[src/rtl/serial_subtractor_pkg.sv]
// Shared arithmetic package: default width, FSM states and counter sizing.
package arith_pkg;

  localparam int WIDTH_DEFAULT = 4;

  typedef enum logic [1:0] {
    IDLE  = 2'd0,
    SHIFT = 2'd1,
    DONE  = 2'd2
  } state_e;

  // Bit-counter width for a given operand width (at least one bit).
  function automatic int cnt_width(input int w);
    return (w > 1) ? $clog2(w) : 1;
  endfunction

  localparam int CNT_W_DEFAULT = cnt_width(WIDTH_DEFAULT);

endpackage

[src/rtl/serial_subtractor_if.sv]
// Request/result bundle for the bit-serial subtractor.
interface serial_subtractor_if #(parameter int WIDTH = 4);

  logic             start;
  logic [WIDTH-1:0] A;
  logic [WIDTH-1:0] B;
  logic             busy;
  logic             done;
  logic [WIDTH-1:0] D;
  logic             Bout;

  modport master (
    output start, A, B,
    input  busy, done, D, Bout
  );

  modport slave (
    input  start, A, B,
    output busy, done, D, Bout
  );

endinterface

[src/rtl/serial_subtractor_full_subtractor.sv]
// One-bit full subtractor cell: d = a - b - bin, with borrow out.
module full_subtractor (
  input  logic a,
  input  logic b,
  input  logic bin,
  output logic d,
  output logic bout
);

  assign d    = a ^ b ^ bin;
  assign bout = (~a & b) | (~(a ^ b) & bin);

endmodule

[src/rtl/serial_subtractor.sv]
// Bit-serial subtractor: D = A - B, LSB first, one bit per clock through a
// single full-subtractor cell. Result and borrow are registered and held
// until the next completion.
module serial_subtractor
  import arith_pkg::*;
#(
  parameter int WIDTH = WIDTH_DEFAULT
) (
  input  logic                clk,
  input  logic                rst,
  serial_subtractor_if.slave  bus
);

  localparam int CW = cnt_width(WIDTH);
  localparam logic [CW-1:0] LAST_CNT = CW'(WIDTH - 1);

  state_e           state_q, state_d;
  logic [WIDTH-1:0] a_q, a_d;
  logic [WIDTH-1:0] b_q, b_d;
  logic [WIDTH-1:0] r_q, r_d;
  logic [WIDTH-1:0] res_q, res_d;
  logic [CW-1:0]    cnt_q, cnt_d;
  logic             borrow_q, borrow_d;
  logic             bout_q, bout_d;
  logic             busy_q, busy_d;
  logic             done_q, done_d;
  logic             cell_d, cell_bout;

  full_subtractor u_cell (
    .a    (a_q[0]),
    .b    (b_q[0]),
    .bin  (borrow_q),
    .d    (cell_d),
    .bout (cell_bout)
  );

  // Next-state logic: operand capture, per-bit shifting and completion.
  always_comb begin
    state_d  = state_q;
    a_d      = a_q;
    b_d      = b_q;
    r_d      = r_q;
    res_d    = res_q;
    cnt_d    = cnt_q;
    borrow_d = borrow_q;
    bout_d   = bout_q;
    busy_d   = 1'b0;
    done_d   = 1'b0;
    case (state_q)
      IDLE, DONE: begin
        if (bus.start) begin
          // Result register D is deliberately left holding the old value.
          a_d      = bus.A;
          b_d      = bus.B;
          r_d      = '0;
          cnt_d    = '0;
          borrow_d = 1'b0;
          busy_d   = 1'b1;
          state_d  = SHIFT;
        end else begin
          state_d  = IDLE;
        end
      end
      SHIFT: begin
        a_d      = {1'b0, a_q[WIDTH-1:1]};
        b_d      = {1'b0, b_q[WIDTH-1:1]};
        r_d      = {cell_d, r_q[WIDTH-1:1]};
        borrow_d = cell_bout;
        if (cnt_q == LAST_CNT) begin
          res_d   = {cell_d, r_q[WIDTH-1:1]};
          bout_d  = cell_bout;
          cnt_d   = '0;
          done_d  = 1'b1;
          busy_d  = 1'b0;
          state_d = DONE;
        end else begin
          cnt_d   = cnt_q + CW'(1);
          busy_d  = 1'b1;
          state_d = SHIFT;
        end
      end
      default: begin
        state_d = IDLE;
      end
    endcase
  end

  // State and datapath registers; reset aborts any operation in flight.
  always_ff @(posedge clk or posedge rst) begin
    if (rst) begin
      state_q  <= IDLE;
      a_q      <= '0;
      b_q      <= '0;
      r_q      <= '0;
      res_q    <= '0;
      cnt_q    <= '0;
      borrow_q <= 1'b0;
      bout_q   <= 1'b0;
      busy_q   <= 1'b0;
      done_q   <= 1'b0;
    end else begin
      state_q  <= state_d;
      a_q      <= a_d;
      b_q      <= b_d;
      r_q      <= r_d;
      res_q    <= res_d;
      cnt_q    <= cnt_d;
      borrow_q <= borrow_d;
      bout_q   <= bout_d;
      busy_q   <= busy_d;
      done_q   <= done_d;
    end
  end

  assign bus.busy = busy_q;
  assign bus.done = done_q;
  assign bus.D    = res_q;
  assign bus.Bout = bout_q;

endmodule

[src/flat_wrapper.sv]
// flat-port wrapper written by rule: the top's interface ports become plain ports
module serial_subtractor_flat import arith_pkg::*;
#(
  parameter int WIDTH = WIDTH_DEFAULT
)
  (clk, rst, bus_start, bus_A, bus_B, bus_busy, bus_done, bus_D, bus_Bout);
  serial_subtractor_if #(.WIDTH(WIDTH)) bus_i ();
  input  logic clk;
  input  logic rst;
  input wire logic [$bits(bus_i.start)-1:0] bus_start;
  input wire logic [$bits(bus_i.A)-1:0] bus_A;
  input wire logic [$bits(bus_i.B)-1:0] bus_B;
  output wire logic [$bits(bus_i.busy)-1:0] bus_busy;
  output wire logic [$bits(bus_i.done)-1:0] bus_done;
  output wire logic [$bits(bus_i.D)-1:0] bus_D;
  output wire logic [$bits(bus_i.Bout)-1:0] bus_Bout;
  assign bus_i.start = bus_start;
  assign bus_i.A = bus_A;
  assign bus_i.B = bus_B;
  assign bus_busy = bus_i.busy;
  assign bus_done = bus_i.done;
  assign bus_D = bus_i.D;
  assign bus_Bout = bus_i.Bout;
  serial_subtractor #(.WIDTH(WIDTH)) u_core (.clk(clk), .rst(rst), .bus(bus_i));
endmodule
[config.mk]
export PLATFORM = sky130hd
export DESIGN_NAME = serial_subtractor_flat
export DESIGN_NICKNAME = d
export VERILOG_FILES = /design/src/rtl/serial_subtractor_pkg.sv /design/src/rtl/serial_subtractor_if.sv /design/src/rtl/serial_subtractor_full_subtractor.sv /design/src/rtl/serial_subtractor.sv /design/src/flat_wrapper.sv
export SDC_FILE = /design/constraint.sdc
export NUM_CORES = 1
export LEC_CHECK = 0
export CAP_MARGIN = 5
export CORE_MARGIN = 5
export CORE_UTILIZATION = 49
export DETAILED_ROUTE_END_ITERATION = 8
export GPL_TIMING_DRIVEN = 0
export PLACE_DENSITY = 0.76
export REMOVE_ABC_BUFFERS = 1
export SLEW_MARGIN = 20
export SYNTH_ARGS = -nofsm -noshare
export SYNTH_HDL_FRONTEND = slang
export SYNTH_HIERARCHICAL = 1
export SYNTH_SLANG_ARGS = --single-unit
[constraint.sdc]
create_clock -name clk -period 1.67 [get_ports clk]
set_input_delay 0.2505 -clock clk [delete_from_list [all_inputs] [get_ports clk]]
set_output_delay 0.2505 -clock clk [all_outputs]
set_load 0.03 [all_outputs]
==> impl_metrics.json, run 1 <==
{
  "setup.worst_path.end": "bus_D[0]",
  "status": "finished, final reports clean",
  "required_ns": 1.42,
  "vias": 647,
  "wirelength_um": 1710,
  "endpoint_kind": "primary output",
  "finalNetCount": 108,
  "grt_max_degree": 22,
  "post-synth-top-count-cell": "dfrtp_1",
  "path_buf_inv": 1,
  "synth_cells": 77,
  "min_period_ns": 1.60,
  "synth_cell_types": 18,
  "core_area_sq_um": 1920,
  "ant_nets": 0,
  "timing.rr.end": "u_core/r_q[3]$_DFFE_PP0P_",
  "netlist_area_sq_um": 958,
  "seq_area_frac_synth": 0.548,
  "regToRegSetupSlack_ns": 0.13,
  "hold_viol_final": 0,
  "port_buffers": 17,
  "ys.flop_type": "dfrtp_1",
  "first_pass_iters": 4,
  "crit_fanout": 2,
  "fin_area_sq_um": 1150,
  "area_delta_synth_final_pct": 20.4,
  "synth_area_leaders": "dfrtp_1, mux2_4, a22o_1, mux2_2, o22ai_1",
  "drv_slew": 0,
  "clock_skew_ns": 0.00419,
  "cp_slowest_cell": "clkdlybuf4s50_1",
  "wl_per_cell_um": 14.2,
  "reg2reg_depth": 3,
  "cts_tree": "built",
  "path_cells": "clkdlybuf4s50_1",
  "h-tree-depth": 1,
  "finalPower_mw": 2.28,
  "rsz0062_at_grt": "false",
  "grt_pass1_wl_um": 2840,
  "slew-limit-headroom": 0.487,
  "grt_usage": 0.136,
  "r2r-start": "u_core/state_q[0]$_DFF_PP0_",
  "ctsResizeCount": 2,
  "critPathTopFamily": "buffers and inverters",
  "clock_latency_ns": 0.29,
  "gp_congestion": 0.709,
  "route.detailed.drc": 0,
  "cp.depth": 1,
  "grt_most_used_layer": "met2",
  "insertedDiodeCount": 0,
  "min_path_type": "input port to asynchronous set/reset pin",
  "synth_warnings": 6,
  "clockBufferDepth": 2,
  "cts_hold_buf": 0,
  "powerDensity_nw_per_um2": 1980,
  "grt-ovfl-total": 0,
  "antenna_found_initial": 0,
  "cp-startpoint": "u_core/bus.D[0]$_DFFE_PP0P_",
  "drive_above_1_share": 0.149,
  "synthArstFlopShare": 1.00,
  "synth_top_cells_by_count": "dfrtp_1, a22o_1, nor2_1, nor3_1, o22ai_1",
  "leakage_nw": 0.551,
  "clkSlewWorstSetupHoldPaths_ns": 0.11,
  "critPathKind": "flop to primary output",
  "via_per_inst": 5.35,
  "drt_iter0_markers": 8,
  "dpl-instance-area_sq_um": 1130,
  "floorplan.initialDensity": 0.499,
  "arrival_ns": 1.35,
  "setup_viol": 0,
  "synth_edf_count": 0,
  "yosys.area.top_type": "dfrtp_1",
  "cts_buffers": 3,
  "die_area_sq_um": 2940,
  "met2_usage": 0.199,
  "grt_pass1_vias": 666,
  "die_h_um": 54.2,
  "max_slew.worst_pin.slew_ns": 0.768,
  "slowest_delay_ns": 0.67,
  "post_cts.repair.setup_buffers": 0,
  "grt_util_met1": 0.180,
  "synth_top_area_frac": 0.548,
  "vdd_drop_max_v": 0.000927,
  "fmax_mhz": 626,
  "cap_violations": 0,
  "syn_area_per_cell_sq_um": 12.4,
  "die_width_um": 54.2,
  "io_pins": 18,
  "synth-seq-cells": 21,
  "period_share": 0.956,
  "clock_sinks": 21,
  "root_buffer": "clkbuf_4",
  "grt_use_met3": 0.0163,
  "start_kind": "flop",
  "dpl.hpwl_um": 1270,
  "placementRows": 16
}
## final cells by class
type	count	area [sq um]
inverter	5	18.8
clock buffer	4	26.3
multi-input combinational	47	382
timing repair buffer	17	168
fill	173	768
tap	27	33.8
sequential	21	526
## metal layers
layer | vias to the layer above | wire [um]
met3 | 6 | 48
met2 | 16 | 833
met5 | - | 0
met4 | 0 | 49
met1 | 322 | 781
li1 | 303 | -
## placed cells by master, fill, tap and decap left out, types with 2 or more instances in the layout
| cell | n |
|---|---|
| clkdlybuf4s50_1 | 15 |
| inv_1 | 5 |
| a22o_1 | 8 |
| nand2b_1 | 2 |
| nor3_1 | 7 |
| dfrtp_1 | 21 |
| o22ai_1 | 6 |
| nor2_1 | 8 |
| dlygate4sd2_1 | 2 |
| mux2_2 | 4 |
| mux2_4 | 5 |
| clkbuf_4 | 3 |
## flip-flops by register name, indices dropped and copies added (netlist names)
name / flops
u_core/a_q: 4
u_core/b_q: 4
u_core/borrow_q: 1
u_core/bus.Bout: 1
u_core/bus.D: 4
u_core/bus.done: 1
u_core/cnt_q: 2
u_core/r_q: 3
u_core/state_q: 1
## cells by family after synthesis
logic type	count (synthesis)	share of synthesized area
buf+inv	9	0.0535
simple gates	20	0.114
compound gates	16	0.125
mux	9	0.125
fa+ha+maj	2	0.0339
flops	21	0.548
## where the power goes
part	internal (mW)	switching, mW
Sequential	0.741	0.196
Clock	0.0929	0.145
Combinational	0.565	0.543
Total	1.40	0.883
## how the worst min path moves through the flow
stage	to	slack (ns)	cells past startpoint	start
after floorplan	u_core/a_q[0]$_DFFE_PP0P_	0.23	1	rst
final	u_core/bus.D[2]$_DFFE_PP0P_	0.38	2	rst
after global routing	u_core/a_q[3]$_DFFE_PP0P_	0.46	2	rst
after global placement	u_core/b_q[1]$_DFFE_PP0P_	0.49	2	u_core/b_q[1]$_DFFE_PP0P_
after CTS	u_core/bus.D[2]$_DFFE_PP0P_	0.41	2	rst
after detailed placement	u_core/bus.D[3]$_DFFE_PP0P_	0.50	1	u_core/bus.D[3]$_DFFE_PP0P_
## through the flow
stage	setup WS, ns	utilization	std cells	TNS [ns]	hold slack, ns
floorplan	0.190	-	73	0	0.227
global placement	-0.0421	0.588	117	-0.126	0.486
detailed placement	-0.114	0.588	117	-0.330	0.500
CTS	0.0569	0.600	121	0	0.409
global route	0.0146	0.600	121	0	0.461
finish	0.0735	0.600	121	0	0.382
Note: power is estimated with default switching activity, not from simulation.
==> run 2: changes to the inputs <==
--- a/config.mk
+++ b/config.mk
@@ -5,7 +5,7 @@
 export SDC_FILE = /design/constraint.sdc
 export NUM_CORES = 1
 export LEC_CHECK = 0
-export CAP_MARGIN = 5
+export CAP_MARGIN = 0
 export CORE_MARGIN = 5
 export CORE_UTILIZATION = 49
 export DETAILED_ROUTE_END_ITERATION = 8
==> constraint.sdc (replaced) <==
create_clock -name clk -period 1.67 [get_ports clk]
set_input_delay 0.334 -clock clk [delete_from_list [all_inputs] [get_ports clk]]
set_output_delay 0.334 -clock clk [all_outputs]
set_load 0.03 [all_outputs]
==> run 2 against run 1 <==
  * Core utilization stayed put
  * Sequential power hardly changed
  * Routed wire length is 2.2% lower
  * Hold slack better by 0.085 ns
  * Critical endpoint is now bus_done
  * Largest power group unchanged
==> impl_metrics.json, run 2 (synthesis gave the netlist of run 1 again) <==
{
  "grt_pass1_vias": 666,
  "drt_iter0_markers": 10,
  "path_buf_inv": 1,
  "finalNonFillerCells": 121,
  "cts_buffers": 3,
  "critPathKind": "flop to primary output",
  "swShare": 0.390,
  "root_buffer": "clkbuf_4",
  "min_period_ns": 1.55,
  "tns_ns": 0,
  "hold_viol_final": 0,
  "grt-ovfl-total": 0,
  "die_area_sq_um": 2940,
  "wl_per_cell_um": 13.8,
  "dpl.hpwl_um": 1270,
  "route.detailed.drc": 0,
  "clockBufferDepth": 2,
  "p_clk_frac": 0.105,
  "final_cell_mix": "dfrtp_1, clkdlybuf4s50_1, nor2_1, a22o_1, nor3_1",
  "met2_usage": 0.199,
  "max_slew.worst_pin.slew_ns": 0.769,
  "antenna_found_initial": 0,
  "r2r-start": "u_core/state_q[0]$_DFF_PP0_",
  "layout_commonest_cell": "dfrtp_1",
  "finalNetCount": 108,
  "crit_fanout": 9,
  "post_cts.repair.setup_buffers": 0,
  "clkSlewWorstSetupHoldPaths_ns": 0.11,
  "gp_congestion": 0.709,
  "critPathTopFamily": "flip-flops",
  "hold_ws_ns": 0.466,
  "die_h_um": 54.2,
  "floorplan.initialDensity": 0.499,
  "cp-startpoint": "u_core/bus.done$_DFF_PP0_",
  "slowest_delay_ns": 0.49,
  "start_kind": "flop",
  "leakage_nw": 0.571,
  "p_switching_uw": 874,
  "dpl.cell_count": 117,
  "core_area_sq_um": 1920,
  "grt_use_met3": 0.0163,
  "cp_slowest_cell": "dfrtp_2",
  "slew-limit-headroom": 0.487,
  "required_ns": 1.34,
  "cts_hold_buf": 0,
  "insertedDiodeCount": 0,
  "die_width_um": 54.2,
  "path_cells": "dlygate4sd2_1",
  "dpl-instance-area_sq_um": 1130,
  "endpoint_kind": "primary output",
  "first_pass_iters": 4,
  "fmax_mhz": 646,
  "vias": 657,
  "vdd_drop_max_v": 0.000910,
  "powerDensity_nw_per_um2": 1950,
  "internal_power_mw": 1.37,
  "grt_pass1_wl_um": 2840,
  "fin_area_sq_um": 1150,
  "io_pins": 18,
  "drv_slew": 0,
  "via_per_inst": 5.43,
  "clock_sinks": 21,
  "combPwrFrac": 0.478,
  "arrival_ns": 1.22,
  "rsz0062_at_grt": "false",
  "grt_max_degree": 22,
  "setup_viol": 0,
  "h-tree-depth": 1,
  "drive_above_1_share": 0.170,
  "wirelength_um": 1680,
  "status": "finished, final reports clean",
  "period_share": 0.928,
  "clock_skew_ns": 0.00161,
  "clock_latency_ns": 0.29,
  "port_buffers": 17,
  "grt_util_met1": 0.180,
  "min_path_type": "input port to asynchronous set/reset pin",
  "area_delta_synth_final_pct": 20.4,
  "p_seq_frac": 0.417,
  "cap_violations": 0,
  "cts_tree": "built",
  "grt_most_used_layer": "met2",
  "ant_nets": 0,
  "placementRows": 16,
  "grt_usage": 0.136
}
## run 2: cell types whose count changed in the layout (fill, tap and decap cells not counted), sizes merged
cell / change
dlymetal6s2s: +1
dlygate4sd2: +4
clkdlybuf4s50: -5
## run 2: final cells by class
type                       count  area (sq um)
multi-input combinational     47           382
fill                         172           768
clock buffer                   4          26.3
tap                           27          33.8
timing repair buffer          17           165
sequential                    21           528
inverter                       5          18.8
## run 2: timing repair
item                                    CTS  global route
endpoints found under the setup margin    6             3
pin swaps                                 0             0
gates resized for setup                   6             3
## run 2: power by group through the flow
stage | registers, mW | logic (mW) | clock network (mW)
2_1_floorplan | 1.04 | 0.687 | 0
4_1_cts | 0.931 | 1.08 | 0.245
5_1_grt | 0.963 | 1.18 | 0.265
3_3_place_gp | 0.926 | 1.09 | 0
3_5_place_dp | 0.945 | 1.12 | 0
6_report | 0.936 | 1.07 | 0.236
## run 2: path summary, 6_finish.rpt
path | endpoint | slack [ns] | depth (start not counted)
max | bus_done | 0.12 | 1
min | u_core/a_q[3]$_DFFE_PP0P_ | 0.47 | 2
max reg2reg | u_core/r_q[3]$_DFFE_PP0P_ | 0.19 | 3
min reg2reg | u_core/bus.D[3]$_DFFE_PP0P_ | 0.51 | 1
max in group asynchronous | u_core/state_q[0]$_DFF_PP0_ | 0.68 | 2
min in group clk | u_core/bus.D[3]$_DFFE_PP0P_ | 0.51 | 1
## run 2: through the flow
stage	util	setup WS [ns]	power (mW)
after floorplan	-	0.190	1.73
after global placement	0.588	-0.126	2.01
after detailed placement	0.588	-0.197	2.07
after CTS	0.598	0.000804	2.26
after global routing	0.600	0.0486	2.41
final	0.600	0.121	2.24
## run 2: metal layers
| layer | vias to the layer above | share of wire |
|---|---|---|
| met2 | 16 | 0.50 |
| met4 | 0 | 0.025 |
| met5 | - | 0 |
| li1 | 306 | - |
| met1 | 331 | 0.45 |
| met3 | 4 | 0.023 |
